File: config.mk
export PLATFORM = sky130hd
export DESIGN_NAME = serial_adder
export DESIGN_NICKNAME = d
export VERILOG_FILES = /design/src/rtl/serial_adder_pkg.sv /design/src/rtl/serial_adder_fa_cell.sv /design/src/rtl/serial_adder.sv
export SDC_FILE = /design/constraint.sdc
export NUM_CORES = 1
export LEC_CHECK = 0
export CORE_UTILIZATION = 45
export CTS_BUF_LIST = sky130_fd_sc_hd__clkbuf_8
export DETAILED_ROUTE_END_ITERATION = 16
export PLACE_DENSITY = 0.67
export SETUP_SLACK_MARGIN = 0.05
export SYNTH_ARGS = -nofsm -noshare
export SYNTH_HDL_FRONTEND = slang
export SYNTH_SLANG_ARGS = --single-unit
File: constraint.sdc
create_clock -name clk -period 1.4 [get_ports clk]
set_input_delay 0.21 -clock clk [delete_from_list [all_inputs] [get_ports clk]]
set_output_delay 0.21 -clock clk [all_outputs]
set_load 0.01 [all_outputs]
File: src/rtl/serial_adder_pkg.sv
// Shared definitions for the bit-serial adder: FSM state encoding.
package serial_adder_pkg;

    localparam int STATE_W = 2;

    typedef enum logic [STATE_W-1:0] {
        IDLE  = 2'd0,
        SHIFT = 2'd1,
        DONE  = 2'd2
    } state_e;

endpackage

File: src/rtl/serial_adder_fa_cell.sv
// Single-bit full adder cell, purely combinational.
module fa_cell (
    input  logic a,
    input  logic b,
    input  logic cin,
    output logic cout,
    output logic sum
);

    assign {cout, sum} = {1'b0, a} + {1'b0, b} + {1'b0, cin};

endmodule

File: src/rtl/serial_adder.sv
// Bit-serial ripple adder: one full-adder cell, LSB first, start/done handshake.
// Handshake: start is sampled only in IDLE or DONE; done pulses one cycle and sum/cout hold until the next completion.
module serial_adder
    import serial_adder_pkg::*;
#(
    parameter int WIDTH = 8
) (
    input  logic             clk,
    input  logic             rst,
    input  logic             start,
    input  logic [WIDTH-1:0] a,
    input  logic [WIDTH-1:0] b,
    input  logic             cin,
    output logic             busy,
    output logic             done,
    output logic [WIDTH-1:0] sum,
    output logic             cout,
    output state_e           state_o
);

    localparam int CNT_W = $clog2(WIDTH + 1);
    localparam logic [CNT_W-1:0] CNT_LAST = CNT_W'(WIDTH - 1);
    localparam logic [CNT_W-1:0] CNT_ONE  = CNT_W'(1);

    state_e           state_q, state_d;
    logic [WIDTH-1:0] sh_a_q, sh_a_d;
    logic [WIDTH-1:0] sh_b_q, sh_b_d;
    logic [WIDTH-1:0] part_q, part_d;
    logic [WIDTH-1:0] sum_q, sum_d;
    logic             carry_q, carry_d;
    logic             cout_q, cout_d;
    logic [CNT_W-1:0] cnt_q, cnt_d;

    logic             fa_sum;
    logic             fa_cout;
    logic [WIDTH-1:0] part_nxt;

    fa_cell u_fa (
        .a    (sh_a_q[0]),
        .b    (sh_b_q[0]),
        .cin  (carry_q),
        .cout (fa_cout),
        .sum  (fa_sum)
    );

    // New result bit enters at the MSB; written this way so WIDTH=1 needs no special case.
    assign part_nxt = (part_q >> 1) | (WIDTH'(fa_sum) << (WIDTH - 1));

    always_comb begin
        state_d = state_q;
        sh_a_d  = sh_a_q;
        sh_b_d  = sh_b_q;
        part_d  = part_q;
        carry_d = carry_q;
        cnt_d   = cnt_q;
        sum_d   = sum_q;
        cout_d  = cout_q;

        case (state_q)
            IDLE, DONE: begin
                if (start) begin
                    sh_a_d  = a;
                    sh_b_d  = b;
                    carry_d = cin;
                    cnt_d   = '0;
                    part_d  = '0;
                    state_d = SHIFT;
                end else begin
                    state_d = IDLE;
                end
            end
            SHIFT: begin
                sh_a_d  = sh_a_q >> 1;
                sh_b_d  = sh_b_q >> 1;
                part_d  = part_nxt;
                carry_d = fa_cout;
                cnt_d   = cnt_q + CNT_ONE;
                if (cnt_q == CNT_LAST) begin
                    sum_d   = part_nxt;
                    cout_d  = fa_cout;
                    state_d = DONE;
                end
            end
            default: state_d = IDLE;
        endcase
    end

    always_ff @(posedge clk) begin
        if (rst) begin
            state_q <= IDLE;
            sh_a_q  <= '0;
            sh_b_q  <= '0;
            part_q  <= '0;
            carry_q <= 1'b0;
            cnt_q   <= '0;
            sum_q   <= '0;
            cout_q  <= 1'b0;
        end else begin
            state_q <= state_d;
            sh_a_q  <= sh_a_d;
            sh_b_q  <= sh_b_d;
            part_q  <= part_d;
            carry_q <= carry_d;
            cnt_q   <= cnt_d;
            sum_q   <= sum_d;
            cout_q  <= cout_d;
        end
    end

    assign busy    = (state_q == SHIFT);
    assign done    = (state_q == DONE);
    assign sum     = sum_q;
    assign cout    = cout_q;
    assign state_o = state_q;

endmodule

==> impl_results.md, run 1 <==
- WHS Endpoint: sum[3]$_SDFFE_PP0P_
- RSZ-0062 raised after global routing: true
- Layout area overhead: 28.9%
- Number of fill cells: ~340
- Worst slack, placed: -0.0480 ns
- # port buffers: 32
- Layout cells sized above 1: 0.240
- Req. time, crit path: around 1.6 ns
- Pwr Total: between 0.002 and 0.0025 W
- Final period util: 0.915
- Final Routed Wirelength: between 3000 and 4000 um
- Worst slew pin tran: about 0.24 ns
- Power per cell area: 1020 nW/um2
- Initial antenna violation count: 0
- Worst setup SP type: flip-flop
- Startpoint of the worst hold path: sum[3]$_SDFFE_PP0P_
- Initial drt markers: 51
- Fraction of the mapped netlist area in compound gates: 0.170
- Rel. slew slack: 0.837
- Pre-Repair DR Iteration Count: 4
- Worst R2R End: cnt_q[2]$_SDFFE_PP0P_
- Synth Area in Adders: 0.0183
- CTS Sinks: 39
- LEAKAGE: between 0.8 and 0.9 nW
- Unique masters post-synth: 28
- Full die area: between 4000 and 5000 um2
- Clock share of power: 0.351
- Largest net degree at the start of global routing: 28
- Switching pwr: ~0.00058 W
- Clock Root Buffer: clkbuf_8
- Register bit total from synthesis: 39
- Post-Synthesis Cells: between 150 and 200
- EDFF count, synth: 0
- Footprint of the multi-input gates: about 900 um2
- Vias in the first global route: roughly 1300
- Placeable core area: around 3700 um2
- Combinational group share of total power: 0.142
- Most numerous cell in the Yosys netlist: dfxtp_1
- Cell Area, Placed: about 2200 um2
- # DRC: 0
- Gr busiest metal: met2
- Post-synth top flop: dfxtp_1
- DR vias: roughly 1400
- Largest family of logic cells by synthesized area: simple AND/OR/NAND/NOR gates
- DR vias/cell: 5.21
- R2R depth: 4
- Xor/xnor cell area share of the yosys netlist: 0
- # setup viols final: 0
- Reg-to-reg critical path startpoint: state_o[1]$_SDFFE_PP0P_
- Seq/Total Area, Yosys: 0.439
- Initial core utilization: 0.479
- Final instance area: roughly 2300 um2
- Clock latency on the worst-skew pair: between 0.2 and 0.3 ns
- TritonCTS Buffers: 5
- Post-Layout Cell Count: between 200 and 300
- GR Util met2: 0.275
- N_diodes: 0
- Sw Ratio: 0.247
- R2r setup slk: roughly 0.12 ns
- Mux contribution to synthesized area: 0.0654
- H-tree depth: 2
- Post-Syn Nets: 200
- Clock period minus worst slack: ~1.3 ns
- Power share of the sequential group: 0.507
- Gpl congestion: a little under 0.8
- Die H: ~65 um
- Die width: around 65 um
- Setup CP Type: flip-flop to flip-flop
- Total GRT Usage: 0.185
- Crit end category: flip-flop
- Worst VDD drop: between 0.5 and 0.6 mV
- Hold Vio Cnt, Final: 0
- Ys Warns: 0
- Global-route wire length before repair: around 6000 um
- Wirelength per Cell: 13.6 um
- Max Clk Rate: around 780 MHz
- CP arrival: 1.49 ns
- Critical-path maximum fanout: 15
- Placement row count: 22
- Hold Path Cell Cnt: 2
- Ports: 33
- Status: finished clean
- Cell accounting for the most synthesized area: dfxtp_1
- Async S/R FF share, synth: 0
- Main area contributors after synthesis: dfxtp_1 44%, nand2b_1 7.0%, a22oi_1 6.3%
- Synthesized area per cell: approximately 10 um2
- GR Overflow Total: 0
- Synthesized area: between 1500 and 2000 um2
- Max Slew Vio Count: 0
- Dpl cells: ~260
- Max cap viols: 0
- M3 GR Usage: 0.0440
- Setup ws final: between 0.1 and 0.15 ns
- Dpl hpwl: between 2000 and 2500 um
- Commonest cells in the synthesized netlist: 39 x dfxtp_1, 20 x nand2b_1, 18 x a21oi_1
- Clock buffer depth: 2
- Post-Synth Simple-Gate Area: 0.238
- Post-route ant nets: 0
- Hold_ws: between 0.4 and 0.5 ns
- Pint: 0.00176 W
- Skew final: 0.00696 ns
- M1 GR Usage: 0.249
- CTS tree: yes
- Clock slew at reported path FFs: 0.07 ns
- Hold Crit Class: flip-flop to flip-flop
- Area occupied by registers: 786 um2
- Nets@finish: around 240
- Synth top area share: 0.439
-- power groups by stage --
stage	registers [W]	logic (W)	clock network (W)
6_report	0.00118	0.000330	0.000819
5_1_grt	0.00119	0.000358	0.000902
4_1_cts	0.00118	0.000328	0.000839
3_5_place_dp	0.00121	0.000327	0
3_3_place_gp	0.00120	0.000321	0
2_1_floorplan	0.00120	0.000215	0
-- repair_timing --
action / 4_1_cts / 5_1_grt
gates cloned: 1 / 0
pin swaps: 0 / 1
hold buffers: 0 / 0
setup endpoints to repair: 23 / 9
buffers inserted: 1 / 0
resized for setup: 15 / 8
-- sequential cells by signal, summed over array words and instances, names as in the netlist --
signal   flops
carry_q      1
cnt_q        4
cout         1
part_q       7
sh_a_q       8
sh_b_q       8
state_o      2
sum          8
-- how the worst max path moves through the flow --
stage,start,to,slack [ns],cells after the start
3_3_place_gp,start,cnt_q[2]$_SDFFE_PP0P_,-0.04,5
3_5_place_dp,start,cnt_q[2]$_SDFFE_PP0P_,-0.05,5
5_1_grt,state_o[1]$_SDFFE_PP0P_,cnt_q[2]$_SDFFE_PP0P_,0.05,4
4_1_cts,state_o[1]$_SDFFE_PP0P_,busy,0.05,3
2_1_floorplan,cnt_q[0]$_SDFFE_PP0P_,cout$_SDFFE_PP0P_,0.20,4
6_report,state_o[1]$_SDFFE_PP0P_,cnt_q[2]$_SDFFE_PP0P_,0.12,4
-- per-stage QoR --
stage / setup TNS, ns / utilization
5_1_grt: 0 / 0.617
3_3_place_gp: -0.0651 / 0.584
3_5_place_dp: -0.219 / 0.584
4_1_cts: 0 / 0.613
6_report: 0 / 0.617
2_1_floorplan: 0 / -
-- worst max-delay path: stages (launching register included) --
cell and delay, ns:
dfxtp_2 0.34, nand2b_4 0.15, buf_8 0.19, mux2_4 0.32
a211oi_2 0.20
-- final cells by class --
class	instances	area share
repair buffers	45	0.193
multi-input cells	124	0.392
flip-flops and latches	39	0.343
well taps	48	0.0262
inverters	1	0.00273
clock buffers	7	0.0420
clock inverters	1	0.00164
-- cells in the final DEF (no fill, tap or decap), drive strengths merged --
master,count
dlygate4sd2,12
a21oi,28
ha,1
nand3b,1
buf,13
nand2b,21
nor2b,2
nor3,1
nand2,10
clkdlybuf4s50,19
nor3b,1
clkbuf,8
nand4,1
inv,2
dfxtp,39
mux2i,9
a22oi,15
nor2,4
fa,1
mux2,2
a211oi,1
nand3,26
-- per-layer routing --
layer	up-vias	wire [um]
met5	-	0
met2	26	1610
met4	0	66
met3	9	131
met1	640	1790
li1	706	-
-- logic make-up (layout without fill, tap and decap cells) --
logic type | count (synthesis) | count (layout)
DFF | 39 | 39
adders and majority gates | 2 | 2
and+or+nand+nor | 66 | 67
muxes | 11 | 11
buffers and inverters | 16 | 54
AOI/OAI and AO/OA | 44 | 44
(Power assumes the default switching activity.)
==> run 2: changes to the inputs <==
==> constraint.sdc (replaced) <==
create_clock -name clk -period 1.2 [get_ports clk]
set_input_delay 0.18 -clock clk [delete_from_list [all_inputs] [get_ports clk]]
set_output_delay 0.18 -clock clk [all_outputs]
set_load 0.01 [all_outputs]
==> run 2 against run 1 <==
  * Worst hold slack worse by 0.021 ns
  * Critical path depth stayed put
  * Highest routed layer unchanged
  * Clock skew is 0.0031 ns lower
  * Fmax is 8.7% higher
  * Via count is 5.5% higher
  * Critical path type unchanged
==> impl_results.md, run 2 (synthesis gave the netlist of run 1 again) <==
- Status: finished clean
- Pre-Repair DR Iteration Count: 4
- # setup viols final: 0
- Crit end category: flip-flop
- Gpl congestion: between 0.7 and 0.8
- Clock buffer depth: 2
- Pint: roughly 0.0024 W
- GR Overflow Total: 0
- Clock slew at reported path FFs: approximately 0.07 ns
- Final period util: 0.982
- Layout area overhead: 38.5%
- Clock share of power: 0.412
- Worst VDD drop: slightly below 0.7 mV
- # port buffers: 32
- Die width: 64.9 um
- Footprint of the multi-input gates: between 900 and 1000 um2
- Initial core utilization: 0.479
- Setup ws final: 0.0221 ns
- Worst setup SP type: flip-flop
- Crit-path cells: nand2b_4 -> buf_8 -> mux2_4 -> a211oi_2
- CTS Sinks: 39
- Hold-fix buffers, CTS: 0
- Combinational group share of total power: 0.140
- Clock latency on the worst-skew pair: between 0.2 and 0.3 ns
- DR vias/cell: 5.34
- Worst slack, placed: -0.246 ns
- Initial drt markers: 43
- Max cap viols: 0
- Most frequent cells in the layout: 32 x dfxtp_1, 20 x nand2b_1, 19 x clkdlybuf4s50_1
- RSZ-0062 raised after global routing: true
- Skew final: approximately 0.0038 ns
- Number of fill cells: a little over 300
- Slowest CP cell: dfxtp_2
- Total Neg Setup Slack: 0 ns
- Rel. slew slack: 0.851
- Final instance area: ~2500 um2
- Switching pwr: 0.000697 W
- Setup CP Type: flip-flop to flip-flop
- Max Clk Rate: about 850 MHz
- CP arrival: about 1.4 ns
- Wirelength per Cell: ~14 um
- Final Routed Wirelength: ~3700 um
- Layout cells sized above 1: 0.338
- H-tree depth: 2
- Clock Root Buffer: clkbuf_8
- Hold_ws: ~0.44 ns
- Placement row count: 22
- CTS tree: yes
- Req. time, crit path: approximately 1.4 ns
- Global-route wire length before repair: about 6000 um
- Nets@finish: 246
- Critical-path maximum fanout: 7
- N_diodes: 0
- Clock period minus worst slack: ~1.2 ns
- DR vias: ~1500
- # DRC: 0
- Area occupied by registers: approximately 790 um2
- Vias in the first global route: between 1000 and 1500
- CP max stage delay: 0.34 ns
- Total GRT Usage: 0.186
- Placeable core area: roughly 3700 um2
- Power per cell area: approximately 1300 nW/um2
- Cell Area, Placed: 2240 um2
- LEAKAGE: roughly 0.9 nW
- Worst slew pin tran: 0.223 ns
- Sw Ratio: 0.226
- Post-route ant nets: 0
- Ports: 33
- Full die area: about 4200 um2
- Largest net degree at the start of global routing: 27
- Max Slew Vio Count: 0
- Dpl hpwl: about 2500 um
- TritonCTS Buffers: 5
- Die H: 64.9 um
- Most common cell after layout, fill and taps aside: dfxtp_1
- Initial antenna violation count: 0
- Power share of the sequential group: 0.449
- Hold Crit Class: input port to flip-flop
- Hold Vio Cnt, Final: 0
run 2: critical path: cells and delay by family, from the launching register on:
family	cells	cell delay, ns
AND/OR/NAND/NOR	1	0.15
flip-flops	1	0.34
buffers and inverters	1	0.15
multiplexers	1	0.31
AO/OA/AOI/OAI	1	0.16
run 2: metal layers:
metal	GRT usage	part of all wire	vias to the layer above
met1	0.206	0.45	697
met2	0.350	0.50	34
met4	0.0583	0.013	0
li1	-	-	721
met3	0.0387	0.038	5
met5	0	0	-
run 2: what timing repair did:
| item | in CTS | in global routing |
|---|---|---|
| gates resized for setup | 28 | 17 |
| endpoints found under the setup margin | 27 | 35 |
| buffers inserted | 1 | 1 |
| pin swaps | 3 | 4 |
| gates cloned | 0 | 1 |
run 2: metrics by stage:
stage / util / total power [W] / instances
floorplan: - / 0.00166 / 178
global placement: 0.602 / 0.00179 / 262
detailed placement: 0.602 / 0.00181 / 262
CTS: 0.641 / 0.00306 / 271
global route: 0.663 / 0.00319 / 273
finish: 0.663 / 0.00308 / 273
run 2: power groups by stage:
| stage | Sequential [W] | Combinational (W) | Clock, W |
|---|---|---|---|
| 2_1_floorplan | 0.00140 | 0.000252 | 0 |
| 3_3_place_gp | 0.00141 | 0.000386 | 0 |
| 3_5_place_dp | 0.00141 | 0.000397 | 0 |
| 4_1_cts | 0.00138 | 0.000403 | 0.00128 |
| 5_1_grt | 0.00139 | 0.000466 | 0.00133 |
| 6_report | 0.00138 | 0.000430 | 0.00127 |
run 2: worst paths after layout:
path	depth (start not counted)	to	from	slack (ns)
worst max-delay path	4	cnt_q[2]$_SDFFE_PP0P_	state_o[1]$_SDFFE_PP0P_	0.02
worst min-delay path	3	sh_a_q[7]$_SDFFE_PP0P_	a[7]	0.44
worst max register to register	4	cnt_q[2]$_SDFFE_PP0P_	state_o[1]$_SDFFE_PP0P_	0.02
worst min register to register	2	carry_q$_SDFFE_PP0P_	carry_q$_SDFFE_PP0P_	0.47
run 2: area by class of cell:
cell class	count	area share
Timing Repair Buffer	53	0.212
Inverter	1	0.00254
Sequential cell	39	0.321
Tap cell	48	0.0244
Multi-Input combinational cell	124	0.386
Clock buffer	5	0.0279
Clock inverter	3	0.0259
